`src/rtl/sram_bist_pkg.sv`:
```
// Shared types and March C- element tables for the SRAM BIST controller.
// Element tables are indexed directly by state_t so IDLE/DRAIN entries are padding.
package sram_bist_pkg;

  typedef enum logic [2:0] {
    IDLE  = 3'd0,
    M0    = 3'd1,
    M1    = 3'd2,
    M2    = 3'd3,
    M3    = 3'd4,
    M4    = 3'd5,
    M5    = 3'd6,
    DRAIN = 3'd7
  } state_t;

  // Bit n of each table describes the element run in state n.
  // DRAIN is marked "up" so the address counter parks at 0 after M5.
  localparam logic [7:0] ELEM_UP        = 8'b1100_1110;
  localparam logic [7:0] ELEM_HAS_READ  = 8'b0111_1100;
  localparam logic [7:0] ELEM_HAS_WRITE = 8'b0011_1110;
  localparam logic [7:0] ELEM_RD_BG     = 8'b0010_1000;
  localparam logic [7:0] ELEM_WR_BG     = 8'b0001_0100;

  function automatic state_t next_state(state_t s);
    state_t n;
    if (s == DRAIN) begin
      n = IDLE;
    end else begin
      n = state_t'(s + 3'd1);
    end
    return n;
  endfunction

endpackage

```
`src/rtl/sram_bist_ctrl_if.sv`:
```
// Dual-address SRAM port: BIST controller is the master, the SRAM the slave.
interface sram_bist_ctrl_if #(
  parameter int WIDTH = 32,
  parameter int DEPTH = 1024
);

  logic                     mem_wren;
  logic                     mem_rden;
  logic [$clog2(DEPTH)-1:0] mem_wr_addr;
  logic [$clog2(DEPTH)-1:0] mem_rd_addr;
  logic [WIDTH-1:0]         mem_wr_data;
  logic [WIDTH-1:0]         mem_rd_data;

  modport master (
    output mem_wren,
    output mem_rden,
    output mem_wr_addr,
    output mem_rd_addr,
    output mem_wr_data,
    input  mem_rd_data
  );

  modport slave (
    input  mem_wren,
    input  mem_rden,
    input  mem_wr_addr,
    input  mem_rd_addr,
    input  mem_wr_data,
    output mem_rd_data
  );

endinterface

```
`src/rtl/sram_bist_cmp.sv`:
```
// One-cycle read-compare pipeline with a saturating miscompare counter and
// first-failure capture of address, expected word and read word.
module sram_bist_cmp #(
  parameter int WIDTH = 32,
  parameter int AW    = 10,
  parameter int CNT_W = 16
) (
  input  logic             clk,
  input  logic             rst,
  input  logic             clear,
  input  logic             rd_issue,
  input  logic [AW-1:0]    rd_addr,
  input  logic [WIDTH-1:0] rd_exp,
  input  logic [WIDTH-1:0] rd_data,
  output logic [CNT_W-1:0] fail_cnt,
  output logic [AW-1:0]    err_addr,
  output logic [WIDTH-1:0] err_exp,
  output logic [WIDTH-1:0] err_got,
  output logic             no_fail_next
);

  localparam logic [CNT_W-1:0] CNT_MAX = '1;

  logic             chk_q, chk_d;
  logic [AW-1:0]    addr_q, addr_d;
  logic [WIDTH-1:0] exp_q, exp_d;
  logic [CNT_W-1:0] fail_cnt_q, fail_cnt_d;
  logic [AW-1:0]    err_addr_q, err_addr_d;
  logic [WIDTH-1:0] err_exp_q, err_exp_d;
  logic [WIDTH-1:0] err_got_q, err_got_d;
  logic             mismatch;

  // Expected word and address travel one cycle alongside the read so they
  // line up with the registered SRAM data.
  always_comb begin
    chk_d      = rd_issue;
    addr_d     = rd_addr;
    exp_d      = rd_exp;
    fail_cnt_d = fail_cnt_q;
    err_addr_d = err_addr_q;
    err_exp_d  = err_exp_q;
    err_got_d  = err_got_q;
    mismatch   = chk_q && (rd_data != exp_q);

    if (clear) begin
      chk_d      = 1'b0;
      fail_cnt_d = '0;
      err_addr_d = '0;
      err_exp_d  = '0;
      err_got_d  = '0;
    end else if (mismatch) begin
      if (fail_cnt_q != CNT_MAX) begin
        fail_cnt_d = fail_cnt_q + 1'b1;
      end
      if (fail_cnt_q == '0) begin
        err_addr_d = addr_q;
        err_exp_d  = exp_q;
        err_got_d  = rd_data;
      end
    end

    no_fail_next = (fail_cnt_d == '0);
  end

  always_ff @(posedge clk) begin
    if (rst) begin
      chk_q      <= 1'b0;
      addr_q     <= '0;
      exp_q      <= '0;
      fail_cnt_q <= '0;
      err_addr_q <= '0;
      err_exp_q  <= '0;
      err_got_q  <= '0;
    end else begin
      chk_q      <= chk_d;
      addr_q     <= addr_d;
      exp_q      <= exp_d;
      fail_cnt_q <= fail_cnt_d;
      err_addr_q <= err_addr_d;
      err_exp_q  <= err_exp_d;
      err_got_q  <= err_got_d;
    end
  end

  assign fail_cnt = fail_cnt_q;
  assign err_addr = err_addr_q;
  assign err_exp  = err_exp_q;
  assign err_got  = err_got_q;

endmodule

```
`src/rtl/sram_bist_ctrl.sv`:
```
// March C- BIST controller: element FSM and address counter driving the SRAM
// port, with read checking delegated to sram_bist_cmp.
module sram_bist_ctrl
  import sram_bist_pkg::*;
#(
  parameter int WIDTH = 32,
  parameter int DEPTH = 1024,
  parameter int CNT_W = 16
) (
  input  logic                     clk,
  input  logic                     rst,
  input  logic                     start,
  output logic                     busy,
  output logic                     done,
  output logic                     pass,
  output logic [CNT_W-1:0]         fail_cnt,
  output logic [$clog2(DEPTH)-1:0] err_addr,
  output logic [WIDTH-1:0]         err_exp,
  output logic [WIDTH-1:0]         err_got,
  sram_bist_ctrl_if.master         mem
);

  localparam int            AW        = $clog2(DEPTH);
  localparam logic [AW-1:0] LAST_ADDR = AW'(DEPTH - 1);

  state_t          state_q, state_d;
  logic [AW-1:0]   addr_q, addr_d;
  logic            phase_q, phase_d;
  logic            done_q, done_d;
  logic            pass_q, pass_d;

  logic            wren, rden, clear;
  logic [WIDTH-1:0] wr_data, rd_exp;
  logic            elem_up, has_read, has_write, at_end;
  state_t          nxt;
  logic            no_fail_next;

  always_comb begin
    state_d   = state_q;
    addr_d    = addr_q;
    phase_d   = phase_q;
    done_d    = 1'b0;
    pass_d    = pass_q;
    clear     = 1'b0;
    wren      = 1'b0;
    rden      = 1'b0;
    wr_data   = '0;
    rd_exp    = '0;
    elem_up   = ELEM_UP[state_q];
    has_read  = ELEM_HAS_READ[state_q];
    has_write = ELEM_HAS_WRITE[state_q];
    nxt       = next_state(state_q);
    at_end    = elem_up ? (addr_q == LAST_ADDR) : (addr_q == '0);

    case (state_q)
      IDLE: begin
        if (start) begin
          state_d = M0;
          addr_d  = '0;
          phase_d = 1'b0;
          pass_d  = 1'b0;
          clear   = 1'b1;
        end
      end

      DRAIN: begin
        state_d = IDLE;
        done_d  = 1'b1;
        pass_d  = no_fail_next;
      end

      default: begin
        // Read-then-write elements read in phase 0 and write the same
        // address in phase 1, so wren and rden never overlap.
        if (has_read && (!has_write || !phase_q)) begin
          rden   = 1'b1;
          rd_exp = {WIDTH{ELEM_RD_BG[state_q]}};
        end else begin
          wren    = 1'b1;
          wr_data = {WIDTH{ELEM_WR_BG[state_q]}};
        end

        if (has_read && has_write && !phase_q) begin
          phase_d = 1'b1;
        end else begin
          phase_d = 1'b0;
          if (at_end) begin
            state_d = nxt;
            addr_d  = ELEM_UP[nxt] ? '0 : LAST_ADDR;
          end else if (elem_up) begin
            addr_d = addr_q + 1'b1;
          end else begin
            addr_d = addr_q - 1'b1;
          end
        end
      end
    endcase
  end

  always_ff @(posedge clk) begin
    if (rst) begin
      state_q <= IDLE;
      addr_q  <= '0;
      phase_q <= 1'b0;
      done_q  <= 1'b0;
      pass_q  <= 1'b0;
    end else begin
      state_q <= state_d;
      addr_q  <= addr_d;
      phase_q <= phase_d;
      done_q  <= done_d;
      pass_q  <= pass_d;
    end
  end

  sram_bist_cmp #(
    .WIDTH (WIDTH),
    .AW    (AW),
    .CNT_W (CNT_W)
  ) u_cmp (
    .clk          (clk),
    .rst          (rst),
    .clear        (clear),
    .rd_issue     (rden),
    .rd_addr      (addr_q),
    .rd_exp       (rd_exp),
    .rd_data      (mem.mem_rd_data),
    .fail_cnt     (fail_cnt),
    .err_addr     (err_addr),
    .err_exp      (err_exp),
    .err_got      (err_got),
    .no_fail_next (no_fail_next)
  );

  assign busy            = (state_q != IDLE);
  assign done            = done_q;
  assign pass            = pass_q;
  assign mem.mem_wren    = wren;
  assign mem.mem_rden    = rden;
  assign mem.mem_wr_addr = addr_q;
  assign mem.mem_rd_addr = addr_q;
  assign mem.mem_wr_data = wr_data;

endmodule

```
`src/flat_wrapper.sv`:
```
// flat-port wrapper written by rule: the top's interface ports become plain ports
module sram_bist_ctrl_flat import sram_bist_pkg::*;
#(
  parameter int WIDTH = 32,
  parameter int DEPTH = 1024,
  parameter int CNT_W = 16
)
  (clk, rst, start, busy, done, pass, fail_cnt, err_addr, err_exp, err_got, mem_mem_wren, mem_mem_rden, mem_mem_wr_addr, mem_mem_rd_addr, mem_mem_wr_data, mem_mem_rd_data);
  sram_bist_ctrl_if #(.WIDTH(WIDTH), .DEPTH(DEPTH)) mem_i ();
  input  logic clk;
  input  logic rst;
  input  logic start;
  output logic busy;
  output logic done;
  output logic pass;
  output logic [CNT_W-1:0] fail_cnt;
  output logic [$clog2(DEPTH)-1:0] err_addr;
  output logic [WIDTH-1:0] err_exp;
  output logic [WIDTH-1:0] err_got;
  output wire logic [$bits(mem_i.mem_wren)-1:0] mem_mem_wren;
  output wire logic [$bits(mem_i.mem_rden)-1:0] mem_mem_rden;
  output wire logic [$bits(mem_i.mem_wr_addr)-1:0] mem_mem_wr_addr;
  output wire logic [$bits(mem_i.mem_rd_addr)-1:0] mem_mem_rd_addr;
  output wire logic [$bits(mem_i.mem_wr_data)-1:0] mem_mem_wr_data;
  input wire logic [$bits(mem_i.mem_rd_data)-1:0] mem_mem_rd_data;
  assign mem_mem_wren = mem_i.mem_wren;
  assign mem_mem_rden = mem_i.mem_rden;
  assign mem_mem_wr_addr = mem_i.mem_wr_addr;
  assign mem_mem_rd_addr = mem_i.mem_rd_addr;
  assign mem_mem_wr_data = mem_i.mem_wr_data;
  assign mem_i.mem_rd_data = mem_mem_rd_data;
  sram_bist_ctrl #(.WIDTH(WIDTH), .DEPTH(DEPTH), .CNT_W(CNT_W)) u_core (.clk(clk), .rst(rst), .start(start), .busy(busy), .done(done), .pass(pass), .fail_cnt(fail_cnt), .err_addr(err_addr), .err_exp(err_exp), .err_got(err_got), .mem(mem_i));
endmodule
```
`config.mk`:
```
export PLATFORM = sky130hd
export DESIGN_NAME = sram_bist_ctrl_flat
export DESIGN_NICKNAME = d
export VERILOG_FILES = /design/src/rtl/sram_bist_pkg.sv /design/src/rtl/sram_bist_ctrl_if.sv /design/src/rtl/sram_bist_cmp.sv /design/src/rtl/sram_bist_ctrl.sv /design/src/flat_wrapper.sv
export SDC_FILE = /design/constraint.sdc
export NUM_CORES = 1
export LEC_CHECK = 0
export CORE_ASPECT_RATIO = 1.75
export CORE_MARGIN = 5
export CORE_UTILIZATION = 37
export DETAILED_ROUTE_END_ITERATION = 10
export GPL_TIMING_DRIVEN = 0
export PLACE_DENSITY = 0.69
export SKIP_CTS_REPAIR_TIMING = 1
export SKIP_LAST_GASP = 1
export SLEW_MARGIN = 15
export SYNTH_ARGS = -nofsm -noshare
export SYNTH_HDL_FRONTEND = slang
export SYNTH_SLANG_ARGS = --single-unit
```
`constraint.sdc`:
```
create_clock -name clk -period 8.2 [get_ports clk]
set_input_delay 2.46 -clock clk [delete_from_list [all_inputs] [get_ports clk]]
set_output_delay 2.46 -clock clk [all_outputs]
set_load 0.02 [all_outputs]
```
==> results.md <==
- Outcome: finished, final reports clean
- Placer congestion estimate: 0.916
- Top Ports: 182
- GRT overflow: 0
- Unrepaired setup endpoints after global routing: no
- Cells after synthesis: 563
- Post-DRT Antenna Nets: 0
- Leading area contributor after synthesis: dfxtp_1
- Largest net degree at the start of global routing: 34
- First-pass GRT wire length: 23.1 mm
- Crit path cell chain: inv_1 > ha_1 > nor2b_1 > inv_1 > nand2b_1 > nor2_1 > and2_1 > buf_4 > clkdlybuf4s50_1
- Initial antenna violation count: 0
- Yosys synthesis warning count: 0
- Fin Clk Skew: 0.0123 ns
- Pwr dens: 223 nW/µm²
- Post-route minimum period: 5.89 ns
- Clk Latency, worst-skew pair: 0.35 ns
- Vias per cell: 4.83
- H-tree Lvls: 3
- Post-synth cell types: 58
- GR Layer Usage met3: 5.59%
- Worst hold path type: flop to flop
- Synthesized area per cell: 8.66 µm²
- Final setup margin: 2.31 ns
- CTS tree: yes
- First-pass iteration count of the detailed router: 6
- Clock slew at reported path FFs: 0.07 ns
- ANT cells: 0
- Setup TNS: 0 ns
- Worst path slowest cell: and2_1
- Crit path buf inv count: 4
- Critical Path Max Stage Delay: 0.88 ns
- Total power: 1.61 mW
- Leakage: 3.07 nW
- Crit-path leading delay family: simple AND/OR/NAND/NOR gates
- Vias in the first global route: 4545
- Met2 usage: 35.6%
- Initial Utilization: 37.7%
- Count of final max-slew check failures: 0
- CP Class: flop to primary output
- Max-Slew Margin vs Limit: 25.6%
- Met1 Usage GRT: 17.9%
- Die width: 96.8 µm
- Max IR drop VDD: 0.191 mV
- Net Count, Synth: 613
- Critical Path RT: 5.74 ns
- Setup crit start kind: flop
- Maxcap violations: 0
- CTS Buf Count: 9
- Sequential area share after synthesis: 37.4%
- # DRC: 0
- Post-place setup slack: 2.69 ns
- Main synth FF type: dfxtp_1
- Final Hold Violating Endpoints: 0
- Iteration-0 DRC Markers: 179
- EDFF count, synth: 0
- Die H: 162 µm
- Synth top area share: 37.4%
- Worst setup EP type: primary output
- Worst Path Max Fanout: 32
- FP Rows: 55
- Synth top area cells: dfxtp_1 37%, buf_4 12%, mux2i_1 9.6%
- GR peak layer: met2
- Area Overhead vs Synth: 47.6%
- Yosys reg bits: 91
- Worst Max-Slew Pin Slew: 1.12 ns
- WP data arrival: 3.43 ns
- Share of cells above drive strength 1: 14.7%
- Period utilisation layout: 71.8%
- Root Driver: clkbuf_16
- Vias post-DR: 4501
- Post-synth ARST share: 0%
- Maximum clock path buffer count: 2
- Wirelength per Cell: 15.3 µm
- Critical path's most frequent cell: inv_1
- Fin util: 55.6%
- Final nets: 805
- Clk sinks: 91
- Maximum clock frequency: 0.170 GHz
- Mapped Area: 4880 µm²
- GRT Resource Usage Total: 18.1%
- Final WL: 14.3 mm
- Core Region: 12900 µm²
- # setup viols final: 0
- Die area: 15700 µm²
- DPL Wire Length: 11.6 mm
- Port Buffers: 181
-- sequential cells by signal (all words and copies together) (netlist names), 3 cells and up, named ones only --
register                flops
u_core.u_cmp.fail_cnt      16
u_core.state_q              3
u_core.u_cmp.err_addr      10
u_core.mem.mem_rd_addr     10
u_core.u_cmp.err_got       32
u_core.u_cmp.addr_q        10
-- layer usage --
layer  vias up  wire length [µm]
met4         0               273
met2       169              7930
met1      2072              5150
met3        21               894
met5         -                 0
li1       2239                 -
-- synthesized netlist by cell type, drive strengths merged, types with 4 or more instances --
| master | count |
|---|---|
| dfxtp | 91 |
| nor2 | 90 |
| buf | 81 |
| mux2i | 48 |
| nand2 | 38 |
| nor3 | 18 |
| inv | 16 |
| nand3 | 15 |
| clkbuf | 14 |
| ha | 14 |
| o21ai | 13 |
| xnor2 | 13 |
| nand4 | 12 |
| nor2b | 11 |
| a21oi | 10 |
| nor4 | 10 |
| xor2 | 8 |
| or3 | 6 |
| or4 | 6 |
| and2 | 4 |
| and3 | 4 |
| o22ai | 4 |
-- worst reg2reg max path, cell delays in order (launching register included) --
cell       delay [ns]
dfxtp_1          0.48
inv_1            0.23
ha_1             0.32
a21o_1           0.17
a21oi_1          0.22
o21ai_1          0.12
a211oi_1         0.41
nor3_1           0.13
a2111oi_0        0.49
xnor2_1          0.17
o211ai_1         0.09
-- report_power, final --
| group | leakage, nW | switching (mW) | internal [mW] |
|---|---|---|---|
| registers | 0.736 | 0.0533 | 0.483 |
| logic | 2.19 | 0.355 | 0.312 |
| clock network | 0.140 | 0.185 | 0.220 |
-- path summary, 6_finish.rpt --
check	cells after the start	end	start	slack, ns
hold / removal	2	u_core.u_cmp.err_addr[5]	u_core.u_cmp.addr_q[5]	0.46
setup reg to reg	10	u_core.mem.mem_rd_addr[9]	u_core.elem_up	5.22
hold reg to reg	2	u_core.u_cmp.err_addr[5]	u_core.u_cmp.addr_q[5]	0.46
setup / recovery	9	mem_mem_wr_data[21]	u_core.state_q[0]	2.31
-- per-stage QoR --
stage               cell area (µm²)  hold WS, ns  std cells
floorplan                      4880        0.437        563
global placement               6900        0.443        915
detailed placement             6900        0.459        915
CTS                            7200        0.466        931
global route                   7200        0.504        931
finish                         7200        0.464        931
-- cell type report --
type	instances	area (µm²)
clock inverters	6	55.1
well taps	171	214
inverters	16	60.1
multi-input cells	361	2330
repair buffers	181	1810
plain buffers	95	659
clock buffers	10	239
fillers	1217	5740
flip-flops and latches	91	1820
-- cells in the final DEF, fill, tap and decap left out, types with 9 or more instances in the layout --
master / instances
nor4_1: 9
mux2i_1: 47
clkbuf_16: 9
nor2_1: 90
dfxtp_1: 91
nand3_1: 14
xnor2_1: 13
inv_1: 15
nand4_1: 12
buf_4: 78
clkdlybuf4s50_1: 181
clkbuf_1: 14
nand2_1: 38
nor3_1: 17
nor2b_1: 11
a21oi_1: 10
ha_1: 14
-- cells by family (layout without fill, tap and decap cells) --
group | Yosys count | after routing | share of synthesized area (%)
AND/OR/NAND/NOR | 223 | 223 | 22.1
adder cells (fa/ha/maj) | 15 | 15 | 4.00
multiplexers | 49 | 49 | 10.3
AO/OA/AOI/OAI | 53 | 53 | 7.47
buffers and inverters | 111 | 308 | 14.8
XOR/XNOR | 21 | 21 | 3.93
flip-flops | 91 | 91 | 37.4
(Power assumes the default switching activity.)
